===== src/rtl/nn_pkg.sv =====
// Shared constants and types for the neural-net classification datapath.
package nn_pkg;
  localparam int DATA_W = 8;
  localparam int ELEMS  = 4;
  localparam int ACC_W  = 2*DATA_W + $clog2(ELEMS);

  typedef enum logic {IDLE = 1'b0, ACC = 1'b1} dp_state_t;
  typedef logic signed [DATA_W-1:0] elem_t;
endpackage


===== src/rtl/nn_mac.sv =====
// Signed multiply-accumulate lane; o_sum is the running total including the current product.
module nn_mac #(
  parameter int DATA_W = 8,
  parameter int ACC_W  = 18
) (
  input  logic                     clk,
  input  logic                     rst_n,
  input  logic                     i_clr,
  input  logic                     i_acc_en,
  input  logic signed [DATA_W-1:0] i_a,
  input  logic signed [DATA_W-1:0] i_b,
  output logic signed [ACC_W-1:0]  o_sum
);
  logic signed [2*DATA_W-1:0] w_prod;
  logic signed [ACC_W-1:0]    r_acc;

  assign w_prod = i_a * i_b;
  assign o_sum  = r_acc + {{(ACC_W-2*DATA_W){w_prod[2*DATA_W-1]}}, w_prod};

  always_ff @(posedge clk or negedge rst_n) begin
    if (!rst_n) begin
      r_acc <= '0;
    end else if (i_clr) begin
      r_acc <= '0;
    end else if (i_acc_en) begin
      r_acc <= o_sum;
    end
  end
endmodule


===== src/rtl/nn_classify_dp.sv =====
// Two-kernel dot-product classifier: FSM walks ELEMS weights, compares the sums and holds the
// winner on a valid/ready output. Handshake: a result transfers in any cycle with res_valid && res_ready.
module nn_classify_dp #(
  parameter int DATA_W = nn_pkg::DATA_W,
  parameter int ELEMS  = nn_pkg::ELEMS,
  parameter int ACC_W  = 2*DATA_W + $clog2(ELEMS)
) (
  input  logic                     clk,
  input  logic                     rst_n,
  input  logic                     classify,
  input  logic                     en,
  input  logic [DATA_W*ELEMS-1:0]  kdata0,
  input  logic [DATA_W*ELEMS-1:0]  kdata1,
  input  logic [DATA_W-1:0]        wdata,
  output logic                     res_valid,
  input  logic                     res_ready,
  output logic                     res_class,
  output logic signed [ACC_W-1:0]  score0,
  output logic signed [ACC_W-1:0]  score1,
  output logic                     ovf,
  output nn_pkg::dp_state_t        dbg_state
);
  import nn_pkg::*;

  localparam int CNT_W = $clog2(ELEMS);
  localparam logic [CNT_W-1:0] LAST = CNT_W'(ELEMS-1);

  dp_state_t              r_state, w_next_state;
  logic [CNT_W-1:0]       r_cnt, w_next_cnt;
  logic                   w_clr, w_acc_en, w_done;
  logic [DATA_W-1:0]      w_k0, w_k1;
  logic signed [ACC_W-1:0] w_sum0, w_sum1;

  always_ff @(posedge clk or negedge rst_n) begin
    if (!rst_n) begin
      r_state <= IDLE;
      r_cnt   <= '0;
    end else begin
      r_state <= w_next_state;
      r_cnt   <= w_next_cnt;
    end
  end

  // Abort on classify low beats everything; en on the last element is the back-to-back case.
  always_comb begin
    w_next_state = r_state;
    w_next_cnt   = r_cnt;
    w_clr        = 1'b0;
    w_acc_en     = 1'b0;
    w_done       = 1'b0;
    case (r_state)
      IDLE: begin
        if (en) begin
          w_next_state = ACC;
          w_next_cnt   = '0;
          w_clr        = 1'b1;
        end
      end
      ACC: begin
        if (!classify) begin
          w_next_state = IDLE;
          w_next_cnt   = '0;
        end else if (r_cnt == LAST) begin
          w_done     = 1'b1;
          w_next_cnt = '0;
          if (en) w_clr = 1'b1;
          else    w_next_state = IDLE;
        end else if (en) begin
          w_clr      = 1'b1;
          w_next_cnt = '0;
        end else begin
          w_acc_en   = 1'b1;
          w_next_cnt = r_cnt + 1'b1;
        end
      end
      default: w_next_state = IDLE;
    endcase
  end

  assign dbg_state = r_state;
  assign w_k0 = kdata0[r_cnt*DATA_W +: DATA_W];
  assign w_k1 = kdata1[r_cnt*DATA_W +: DATA_W];

  nn_mac #(.DATA_W(DATA_W), .ACC_W(ACC_W)) u_mac0 (
    .clk(clk), .rst_n(rst_n), .i_clr(w_clr), .i_acc_en(w_acc_en),
    .i_a(w_k0), .i_b(wdata), .o_sum(w_sum0)
  );

  nn_mac #(.DATA_W(DATA_W), .ACC_W(ACC_W)) u_mac1 (
    .clk(clk), .rst_n(rst_n), .i_clr(w_clr), .i_acc_en(w_acc_en),
    .i_a(w_k1), .i_b(wdata), .o_sum(w_sum1)
  );

  // A completion that finds the previous result unaccepted is dropped and flagged.
  always_ff @(posedge clk or negedge rst_n) begin
    if (!rst_n) begin
      res_valid <= 1'b0;
      res_class <= 1'b0;
      score0    <= '0;
      score1    <= '0;
      ovf       <= 1'b0;
    end else begin
      ovf <= 1'b0;
      if (w_done) begin
        if (res_valid && !res_ready) begin
          ovf <= 1'b1;
        end else begin
          res_valid <= 1'b1;
          res_class <= (w_sum0 < w_sum1);
          score0    <= w_sum0;
          score1    <= w_sum1;
        end
      end else if (res_valid && res_ready) begin
        res_valid <= 1'b0;
      end
    end
  end
endmodule


===== config.mk =====
export PLATFORM = sky130hd
export DESIGN_NAME = nn_classify_dp
export DESIGN_NICKNAME = d
export VERILOG_FILES = /design/src/rtl/nn_pkg.sv /design/src/rtl/nn_mac.sv /design/src/rtl/nn_classify_dp.sv
export SDC_FILE = /design/constraint.sdc
export NUM_CORES = 1
export LEC_CHECK = 0
export BUFFER_PORTS_ARGS = -buffer_cell sky130_fd_sc_hd__buf_2
export CELL_PAD_IN_SITES_DETAIL_PLACEMENT = 1
export CELL_PAD_IN_SITES_GLOBAL_PLACEMENT = 1
export CORE_ASPECT_RATIO = 1.1
export CORE_MARGIN = 1.5
export CORE_UTILIZATION = 47
export DETAILED_ROUTE_END_ITERATION = 10
export PLACE_DENSITY = 0.92
export SLEW_MARGIN = 30
export SYNTH_ARGS = -nofsm -noshare
export SYNTH_HDL_FRONTEND = slang
export SYNTH_SLANG_ARGS = --single-unit

===== constraint.sdc =====
create_clock -name clk -period 9.7 [get_ports clk]
set_input_delay 0.97 -clock clk [delete_from_list [all_inputs] [get_ports clk]]
set_output_delay 0.97 -clock clk [all_outputs]
set_load 0.05 [all_outputs]

==> impl_metrics.py, run 1 <==
metrics = {
    "logic_synthesis": {
        "syn_area_per_cell_sq_um": 9.097,
        "async_reset_ff_share_pct": 100.0,
        "synth_edf_count": 0,
        "yosysSeqAreaShare_pct": 18.99,
        "yosys.area.top_type": "fa_1",
        "ys_warn_count": 0,
        "synthesis.nets": 1429,
        "synth_area_leaders": "fa_1 (22%), dfrtp_1 (19%), ha_1 (13%), inv_1 (7.3%), and2_1 (4.9%)",
        "synthFlopType": "dfrtp_1",
        "syn-cell-area_sq_um": 10280,
        "yosys.area.top_type_share_pct": 21.81,
        "netlist_instances": 1130,
        "synth_cell_types": 61,
        "synth_seq_cells": 78,
    },
    "floorplan": {
        "core_sq_um": 21370,
        "ioPinCount": 117,
        "dieArea_sq_um": 22770,
        "die_h_um": 158.1,
        "start_util_pct": 48.10,
        "die_x_um": 144.0,
        "rows": 56,
    },
    "final_layout": {
        "num-fill-cells": 2517,
        "stdcell_area_sq_um": 11500,
        "antennaDiodeCount": 0,
        "synthToLayoutAreaGrowth_pct": 11.87,
        "post-route-util_pct": 53.81,
        "drive_gt1_share_pct": 13.57,
        "final_net_count": 1533,
    },
    "critical_path": {
        "r2r-start": "r_cnt[0]",
        "crit_path_max_fanout": 19,
        "startpoint_type": "flip-flop",
        "reg2reg_to": "res_class",
        "end_kind": "flip-flop",
        "rrSetupSlack_ns": 1.24,
        "r2r_cells": 30,
        "setup.worst_path.end": "res_class",
        "worstPathArrival_ns": 8.73,
        "cpPeakStageDelay_ns": 0.82,
        "critical_path_required_ns": 9.97,
        "startpoint": "r_cnt[0]",
        "worst-setup-path-type": "reg -> reg",
        "crit_slowest_cell": "dfrtp_2",
    },
    "placed_design": {
        "gp_congestion": 0.8865,
        "place_area_sq_um": 11180,
        "post-dp-hpwl_mm": 25.65,
        "io_buffers": 116,
    },
    "grt": {
        "grt_max_degree": 79,
        "grt_usage_pct": 30.32,
        "grt_pass1_wl_mm": 52.82,
        "grt_overflow_total": 0,
        "antenna_found_initial": 0,
        "grt_pass1_vias": 10090,
    },
    "detailed_routing": {
        "finalWirelength_mm": 32.01,
        "dr_wl_met3_mm": 1.647,
        "detail-route-antenna-nets": 0,
        "top_layer_used": "met4",
        "drc_errors": 0,
        "met1_length_mm": 12.94,
        "wl_met2_mm": 15.67,
        "vias": 8712,
        "routedWlPerCell_um": 20.95,
        "drtIter0Drc": 490,
        "viasPerCell": 5.702,
        "drtPass1Iterations": 5,
    },
    "sta": {
        "setup_viol": 0,
        "fin_crit_ns": 8.463,
        "fmax_mhz": 118.2,
        "clock-skew-final_ns": 0.008942,
        "post-route-period-util_pct": 87.25,
        "maxSlewHeadroom_pct": 35.83,
        "finalHoldViolCount": 0,
        "rsz0062_at_grt": "no",
        "slew_violations": 0,
        "setup_tns_ns": 0,
        "tightest_slew_ns": 0.9626,
    },
    "clock_tree": {
        "clock_sinks": 78,
        "cts_buffers": 9,
        "clk_pin_slew_ns": 0.06,
        "holdBufCountCts": 0,
        "clock_tree.root_cell": "clkbuf_16",
        "cts_resized": 0,
        "clock_latency_ns": 0.35,
        "h-tree-depth": 3,
        "clock_path_buffers": 2,
        "cts_tree": "yes",
        "cts_setup_buffers": 0,
    },
    "min_path": {
        "min-delay-start": "score0[11]",
        "hold_path_class": "reg -> reg",
    },
    "run_status": {
        "status": "finished, final reports clean",
    },
    "run": {
        "maxCapViolCount": 0,
    },
}
cells in the final DEF, fill, tap and decap left out, types with 5 or more instances in the layout:
| master | instances |
|---|---|
| o21bai_1 | 6 |
| o21ai_1 | 6 |
| a22o_1 | 19 |
| a21oi_1 | 40 |
| and2_1 | 80 |
| clkbuf_16 | 9 |
| nor2b_1 | 7 |
| ha_1 | 110 |
| and3_1 | 6 |
| fa_1 | 112 |
| nand3_1 | 6 |
| nor3_1 | 5 |
| nand2_1 | 130 |
| a21o_1 | 26 |
| xnor2_1 | 37 |
| buf_2 | 115 |
| o21a_1 | 10 |
| mux4_2 | 16 |
| nand2b_1 | 14 |
| dfrtp_1 | 77 |
| a31oi_1 | 6 |
| xor2_1 | 18 |
| inv_1 | 199 |
| nor2_1 | 54 |
| a211oi_1 | 8 |
| o21ai_0 | 49 |
kinds of logic after synthesis:
logic type | synth area share, %
buffers and inverters | 8.264
multiplexers | 4.284
flip-flops | 18.99
AO/OA/AOI/OAI | 12.94
XOR/XNOR | 5.234
adder cells (fa/ha/maj) | 35.20
AND/OR/NAND/NOR | 15.09
critical path, delay by kind of cell (launching register included):
family	cells	cell delay [ns]
adder cells (fa/ha/maj)	7	3.14
flip-flops	1	0.82
XOR/XNOR	2	0.59
buffers and inverters	4	0.26
multiplexers	1	0.69
AND/OR/NAND/NOR	5	0.75
AO/OA/AOI/OAI	11	2.13
state kept, by name, indices dropped and copies added (netlist names):
register,flops
ovf,1
res_valid,1
u_mac0.r_acc,18
r_cnt,2
score0,18
res_class,1
u_mac1.r_acc,18
dbg_state,1
score1,18
layout make-up:
type                       instances  area [sq um]  area share [%]
multi-input combinational        826          7497           65.19
tap                              290         362.8           3.155
inverter                         199         747.0           6.495
clock buffer                      11         242.7           2.111
clock inverter                     4         72.57          0.6311
sequential                        78          1953           16.98
timing repair buffer             120         624.3           5.429
Yosys cell counts, types with 3 or more instances:
cell type and n:
inv_1 199, nand2_1 130, fa_1 112, ha_1 110, and2_1 80, dfrtp_1 78, nor2_1 54, o21ai_0 49
a21oi_1 40, xnor2_1 37, a21o_1 26, clkbuf_1 24, a22o_1 19, xor2_1 18, mux4_2 16, nand2b_1 14
o21a_1 10, a211oi_1 8, nor2b_1 7, a31oi_1 6, and3_1 6, nand3_1 6, nor3_1 6, o21ai_1 6
o21bai_1 6, o22ai_1 5, mux2_2 4, nand4_1 4, o211ai_1 4, nor3b_1 3, or3_1 3
worst min path at each step:
stage	end	slack, ns	cells past startpoint
floorplan	u_mac0.r_acc[16]	0.46	2
global placement	score1[16]	0.46	2
detailed placement	score0[15]	0.46	2
CTS	score0[15]	0.48	2
global route	score1[8]	0.51	2
finish	score0[11]	0.48	2
metal layers:
layer / vias up / track usage (%)
li1: 3884 / -
met2: 329 / 52.24
met1: 4378 / 35.73
met5: - / 0
met3: 121 / 5.384
met4: 0 / 16.57
metrics by stage:
stage,setup WS [ns],hold slack (ns),instances
floorplan,2.057,0.4563,1130
global placement,1.635,0.4595,1512
detailed placement,1.296,0.4571,1513
CTS,1.376,0.4845,1528
global route,0.8979,0.5101,1528
finish,1.237,0.4811,1528
Power of run 1 is left out: the tool's default activity adds up to more than one toggle a clock period on the data nets, which glitch-free logic cannot reach.
==> run 2: changes to the inputs <==
- CORE_UTILIZATION: 47 -> 45
- PLACE_DENSITY: 0.92 -> 0.88
- SYNTH_HIERARCHICAL: default -> 1
==> impl_metrics.py, run 2 <==
metrics = {
    "min_path": {
        "whs_endpoint": "score1[17]",
        "min-delay-start": "score1[17]",
        "hold_path_class": "reg -> reg",
        "holdPathStages": 1,
    },
    "floorplan": {
        "dieArea_sq_um": 24680,
        "rows": 58,
        "die_x_um": 149.9,
        "die_h_um": 164.6,
        "ioPinCount": 117,
        "start_util_pct": 46.30,
        "core_sq_um": 23080,
    },
    "logic_synthesis": {
        "yosys.area.top_type_share_pct": 20.99,
        "synth_seq_cells": 78,
        "syn-cell-area_sq_um": 10680,
        "ys_warn_count": 6,
        "yosys-top-cells-count": "inv_1 (218), fa_1 (112), ha_1 (110)",
        "synthFlopType": "dfrtp_1",
        "netlist_instances": 1113,
        "yosysSeqAreaShare_pct": 18.27,
        "yosys.area.top_type": "fa_1",
        "synthesis.nets": 1412,
        "synth_edf_count": 0,
        "yosysMostFrequentCell": "inv_1",
        "async_reset_ff_share_pct": 100.0,
        "syn_area_per_cell_sq_um": 9.599,
        "synth_cell_types": 58,
        "synth_area_leaders": "fa_1 (21%), dfrtp_1 (18%), ha_1 (13%), inv_1 (7.7%), and2_1 (5.0%)",
    },
    "sta": {
        "fin_crit_ns": 8.486,
        "maxSlewHeadroom_pct": 45.72,
        "setup_viol": 0,
        "finalHoldViolCount": 0,
        "tightest_slew_ns": 0.8141,
        "post-route-period-util_pct": 87.48,
        "clock-skew-final_ns": 0.004842,
        "fmax_mhz": 117.8,
        "slew_violations": 0,
        "setup_tns_ns": 0,
        "rsz0062_at_grt": "no",
    },
    "clock_tree": {
        "cts_resized": 0,
        "cts_buffers": 9,
        "clock_sinks": 78,
        "clock_latency_ns": 0.34,
        "h-tree-depth": 3,
        "holdBufCountCts": 0,
        "cts_setup_buffers": 0,
        "clk_pin_slew_ns": 0.06,
        "clock_tree.root_cell": "clkbuf_16",
        "cts_tree": "yes",
        "clock_path_buffers": 2,
    },
    "detailed_routing": {
        "viasPerCell": 5.654,
        "drtPass1Iterations": 5,
        "routedWlPerCell_um": 20.78,
        "vias": 8650,
        "finalWirelength_mm": 31.80,
        "drc_errors": 0,
        "detail-route-antenna-nets": 0,
        "drtIter0Drc": 413,
    },
    "run_status": {
        "status": "finished, final reports clean",
    },
    "final_layout": {
        "drive_gt1_share_pct": 16.59,
        "fin_cells": 1530,
        "layout_commonest_cell": "inv_1",
        "synthToLayoutAreaGrowth_pct": 11.09,
        "num-fill-cells": 2709,
        "final_net_count": 1526,
        "antennaDiodeCount": 0,
        "final_cell_mix": "inv_1 (218), buf_2 (115), fa_1 (112)",
    },
    "critical_path": {
        "worstPathArrival_ns": 8.72,
        "crit_path_max_fanout": 18,
        "r2r_cells": 28,
        "reg2reg_to": "res_class",
        "worst-setup-path-type": "reg -> reg",
        "critPathTopFamily": "adder cells",
        "startpoint_type": "flip-flop",
        "critical_path_required_ns": 9.94,
        "r2r-start": "r_cnt[0]",
        "crit_slowest_cell": "dfrtp_2",
        "path_buf_inv": 5,
        "end_kind": "flip-flop",
        "cpPeakStageDelay_ns": 0.77,
        "crit_top_cell": "inv_1",
        "rrSetupSlack_ns": 1.21,
    },
    "placed_design": {
        "dp.cells": 1516,
        "gp_congestion": 0.8949,
        "io_buffers": 116,
        "post-dp-hpwl_mm": 25.86,
    },
    "grt": {
        "grt_pass1_wl_mm": 51.61,
        "grt_max_degree": 79,
        "grt_overflow_total": 0,
        "grt_usage_pct": 26.99,
        "antenna_found_initial": 0,
        "grt_pass1_vias": 9820,
    },
    "run": {
        "maxCapViolCount": 0,
    },
}
[run 2: cell types whose count changed after synthesis, sizes merged, moves of 6 or more]
cell    previous run  this run
a21o              26        16
xnor2             39        45
buf                3        10
o21ai             55        25
nand2            130        65
inv              199       218
mux2               5        39
and2              80        86
clkbuf            24         6
mux2i              2        20
a21boi             1         7
a22o              19         7
[run 2: worst max path at each step]
stage / end / slack (ns) / start / depth (start not counted)
finish: res_class / 1.21 / r_cnt[0] / 28
global route: res_class / 0.75 / r_cnt[0] / 29
CTS: res_class / 1.28 / r_cnt[0] / 27
detailed placement: res_class / 1.27 / kdata0[31] / 28
global placement: res_class / 1.36 / r_cnt[0] / 28
floorplan: res_class / 2.04 / kdata0[27] / 29
[run 2: per-layer routing]
metal / vias to the layer above / track usage [%] / part of all wire [%]
met4: 0 / 10.43 / 3.4
met5: - / 0 / 0
met2: 256 / 47.94 / 51
met3: 80 / 3.039 / 4.6
li1: 3888 / - / -
met1: 4426 / 33.44 / 41
[run 2: cell families after synthesis]
| kind of cell | share of synthesized area (%) |
|---|---|
| compound gates | 10.82 |
| xor+xnor | 5.387 |
| fa+ha+maj | 33.87 |
| buf+inv | 8.666 |
| flops | 18.27 |
| mux | 9.357 |
| simple gates | 13.63 |
[run 2: through the flow]
step	hold WS, ns	utilization (%)	worst slack (ns)	area, sq um
global placement	0.4821	50.12	1.359	11570
finish	0.4975	51.43	1.214	11870
CTS	0.4983	51.43	1.279	11870
global route	0.5204	51.43	0.7498	11870
detailed placement	0.4816	50.14	1.268	11570
floorplan	0.4733	-	2.042	10680
[run 2: layout make-up]
type                            count  area (sq um)  area share (%)
Sequential cell                    78          1953           16.46
Timing Repair Buffer              119         609.3           5.134
Tap cell                          300         375.4           3.163
Clock inverter                      3         45.04          0.3795
Clock buffer                       11         252.7           2.129
Multi-Input combinational cell    801          7815           65.84
Inverter                          218         818.3           6.894
[run 2: worst reg2reg max path, delay by kind of cell (launching register included)]
family | cells | cell delay (ns)
DFF | 1 | 0.77
adders and majority gates | 7 | 3.18
and+or+nand+nor | 4 | 0.87
muxes | 1 | 0.67
xor gates and xnor gates | 2 | 0.62
AOI/OAI and AO/OA | 9 | 1.88
buffers and inverters | 5 | 0.38
Power of run 2 is left out for the same reason.
==> run 3: changes to the inputs <==
- BUFFER_PORTS_ARGS: -buffer_cell sky130_fd_sc_hd__buf_2 -> -buffer_cell sky130_fd_sc_hd__buf_4
==> impl_metrics.py, run 3 (same netlist as run 2, synthesis figures left out) <==
metrics = {
    "critical_path": {
        "r2r_cells": 29,
        "rrSetupSlack_ns": 1.17,
        "reg2reg_to": "res_class",
        "startpoint_type": "flip-flop",
        "cpPeakStageDelay_ns": 0.76,
        "worstPathArrival_ns": 8.76,
        "worst-setup-path-type": "reg -> reg",
        "crit_path_max_fanout": 18,
        "end_kind": "flip-flop",
        "crit_slowest_cell": "dfrtp_2",
        "r2r-start": "r_cnt[0]",
        "critical_path_required_ns": 9.94,
    },
    "placed_design": {
        "gp_congestion": 0.8924,
        "io_buffers": 116,
        "post-dp-hpwl_mm": 25.24,
    },
    "detailed_routing": {
        "drtPass1Iterations": 5,
        "vias": 8605,
        "drtIter0Drc": 475,
        "drc_errors": 0,
        "finalWirelength_mm": 31.24,
        "detail-route-antenna-nets": 0,
        "routedWlPerCell_um": 20.39,
        "viasPerCell": 5.617,
    },
    "grt": {
        "grt_max_degree": 79,
        "grt_pass1_wl_mm": 50.72,
        "grt_usage_pct": 26.60,
        "antenna_found_initial": 0,
        "grt_overflow_total": 0,
        "grt_pass1_vias": 9725,
    },
    "sta": {
        "fmax_mhz": 117.3,
        "rsz0062_at_grt": "no",
        "tightest_slew_ns": 0.8527,
        "clock-skew-final_ns": 0.006900,
        "post-route-period-util_pct": 87.91,
        "fin_crit_ns": 8.527,
        "setup_viol": 0,
        "finalHoldViolCount": 0,
        "slew_violations": 0,
        "setup_tns_ns": 0,
        "maxSlewHeadroom_pct": 43.15,
    },
    "floorplan": {
        "rows": 58,
        "dieArea_sq_um": 24680,
        "core_sq_um": 23080,
        "ioPinCount": 117,
        "die_x_um": 149.9,
        "die_h_um": 164.6,
        "start_util_pct": 46.30,
    },
    "clock_tree": {
        "clock_sinks": 78,
        "clk_pin_slew_ns": 0.06,
        "clock_tree.root_cell": "clkbuf_16",
        "cts_resized": 0,
        "cts_tree": "yes",
        "clock_latency_ns": 0.35,
        "holdBufCountCts": 0,
        "cts_setup_buffers": 0,
        "h-tree-depth": 3,
        "clock_path_buffers": 2,
        "cts_buffers": 9,
    },
    "final_layout": {
        "final_cell_mix": "inv_1 (218), buf_4 (118), fa_1 (112)",
        "layout_commonest_cell": "inv_1",
        "drive_gt1_share_pct": 16.72,
        "antennaDiodeCount": 0,
        "final_net_count": 1526,
        "synthToLayoutAreaGrowth_pct": 13.67,
    },
    "run_status": {
        "status": "finished, final reports clean",
    },
    "min_path": {
        "whs_endpoint": "score0[11]",
        "hold_path_class": "reg -> reg",
        "min-delay-start": "score0[11]",
        "holdPathStages": 1,
    },
    "run": {
        "maxCapViolCount": 0,
    },
}
==> run 3: changes by cell type in the layout (fill, tap and decap cells not counted), sizes merged <==
cell,previous run,this run
clkinv,0,3
inv,218,219
clkbuf,11,10
bufinv,1,0
==> run 3: layout make-up <==
class                           instances  area, sq um
Fill cell                            2612        10930
Multi-Input combinational cell        801         7815
Sequential cell                        78         1953
Timing Repair Buffer                  119        897.1
Inverter                              218        818.3
Tap cell                              300        375.4
Clock buffer                           10        239.0
Clock inverter                          6        46.29
==> run 3: routing by layer <==
| layer | GRT usage (%) | wire [um] | vias up |
|---|---|---|---|
| met4 | 11.85 | 1224 | 0 |
| li1 | - | - | 3884 |
| met2 | 45.98 | 15640 | 247 |
| met5 | 0 | 0 | - |
| met3 | 3.287 | 1587 | 82 |
| met1 | 33.24 | 12790 | 4392 |
==> run 3: worst max path at each step <==
stage / startpoint / slack (ns) / to / cells after the start
2_1_floorplan: kdata0[27] / 2.04 / res_class / 29
3_3_place_gp: r_cnt[0] / 1.39 / res_class / 29
3_5_place_dp: kdata1[31] / 1.16 / res_class / 30
4_1_cts: r_cnt[0] / 1.14 / res_class / 29
5_1_grt: r_cnt[0] / 0.73 / res_class / 29
6_report: r_cnt[0] / 1.17 / res_class / 29
==> run 3: critical path: cells and delay by family, from the launching register on <==
family | cells | cell delay (ns)
flops | 1 | 0.76
fa+ha+maj | 7 | 3.15
compound gates | 11 | 2.08
mux | 1 | 0.67
simple gates | 3 | 0.66
buf+inv | 5 | 0.37
xor+xnor | 2 | 0.70
==> run 3: per-stage QoR <==
stage	cells	instance area, sq um	util (%)	setup WS, ns	hold WS, ns
after floorplan	1113	10680	-	2.042	0.4733
after global placement	1516	11850	51.37	1.387	0.4807
after detailed placement	1516	11860	51.39	1.163	0.5002
after CTS	1532	12140	52.62	1.137	0.5186
after global routing	1532	12140	52.62	0.7320	0.5368
final	1532	12140	52.62	1.173	0.5173
Power of run 3 is left out for the same reason.
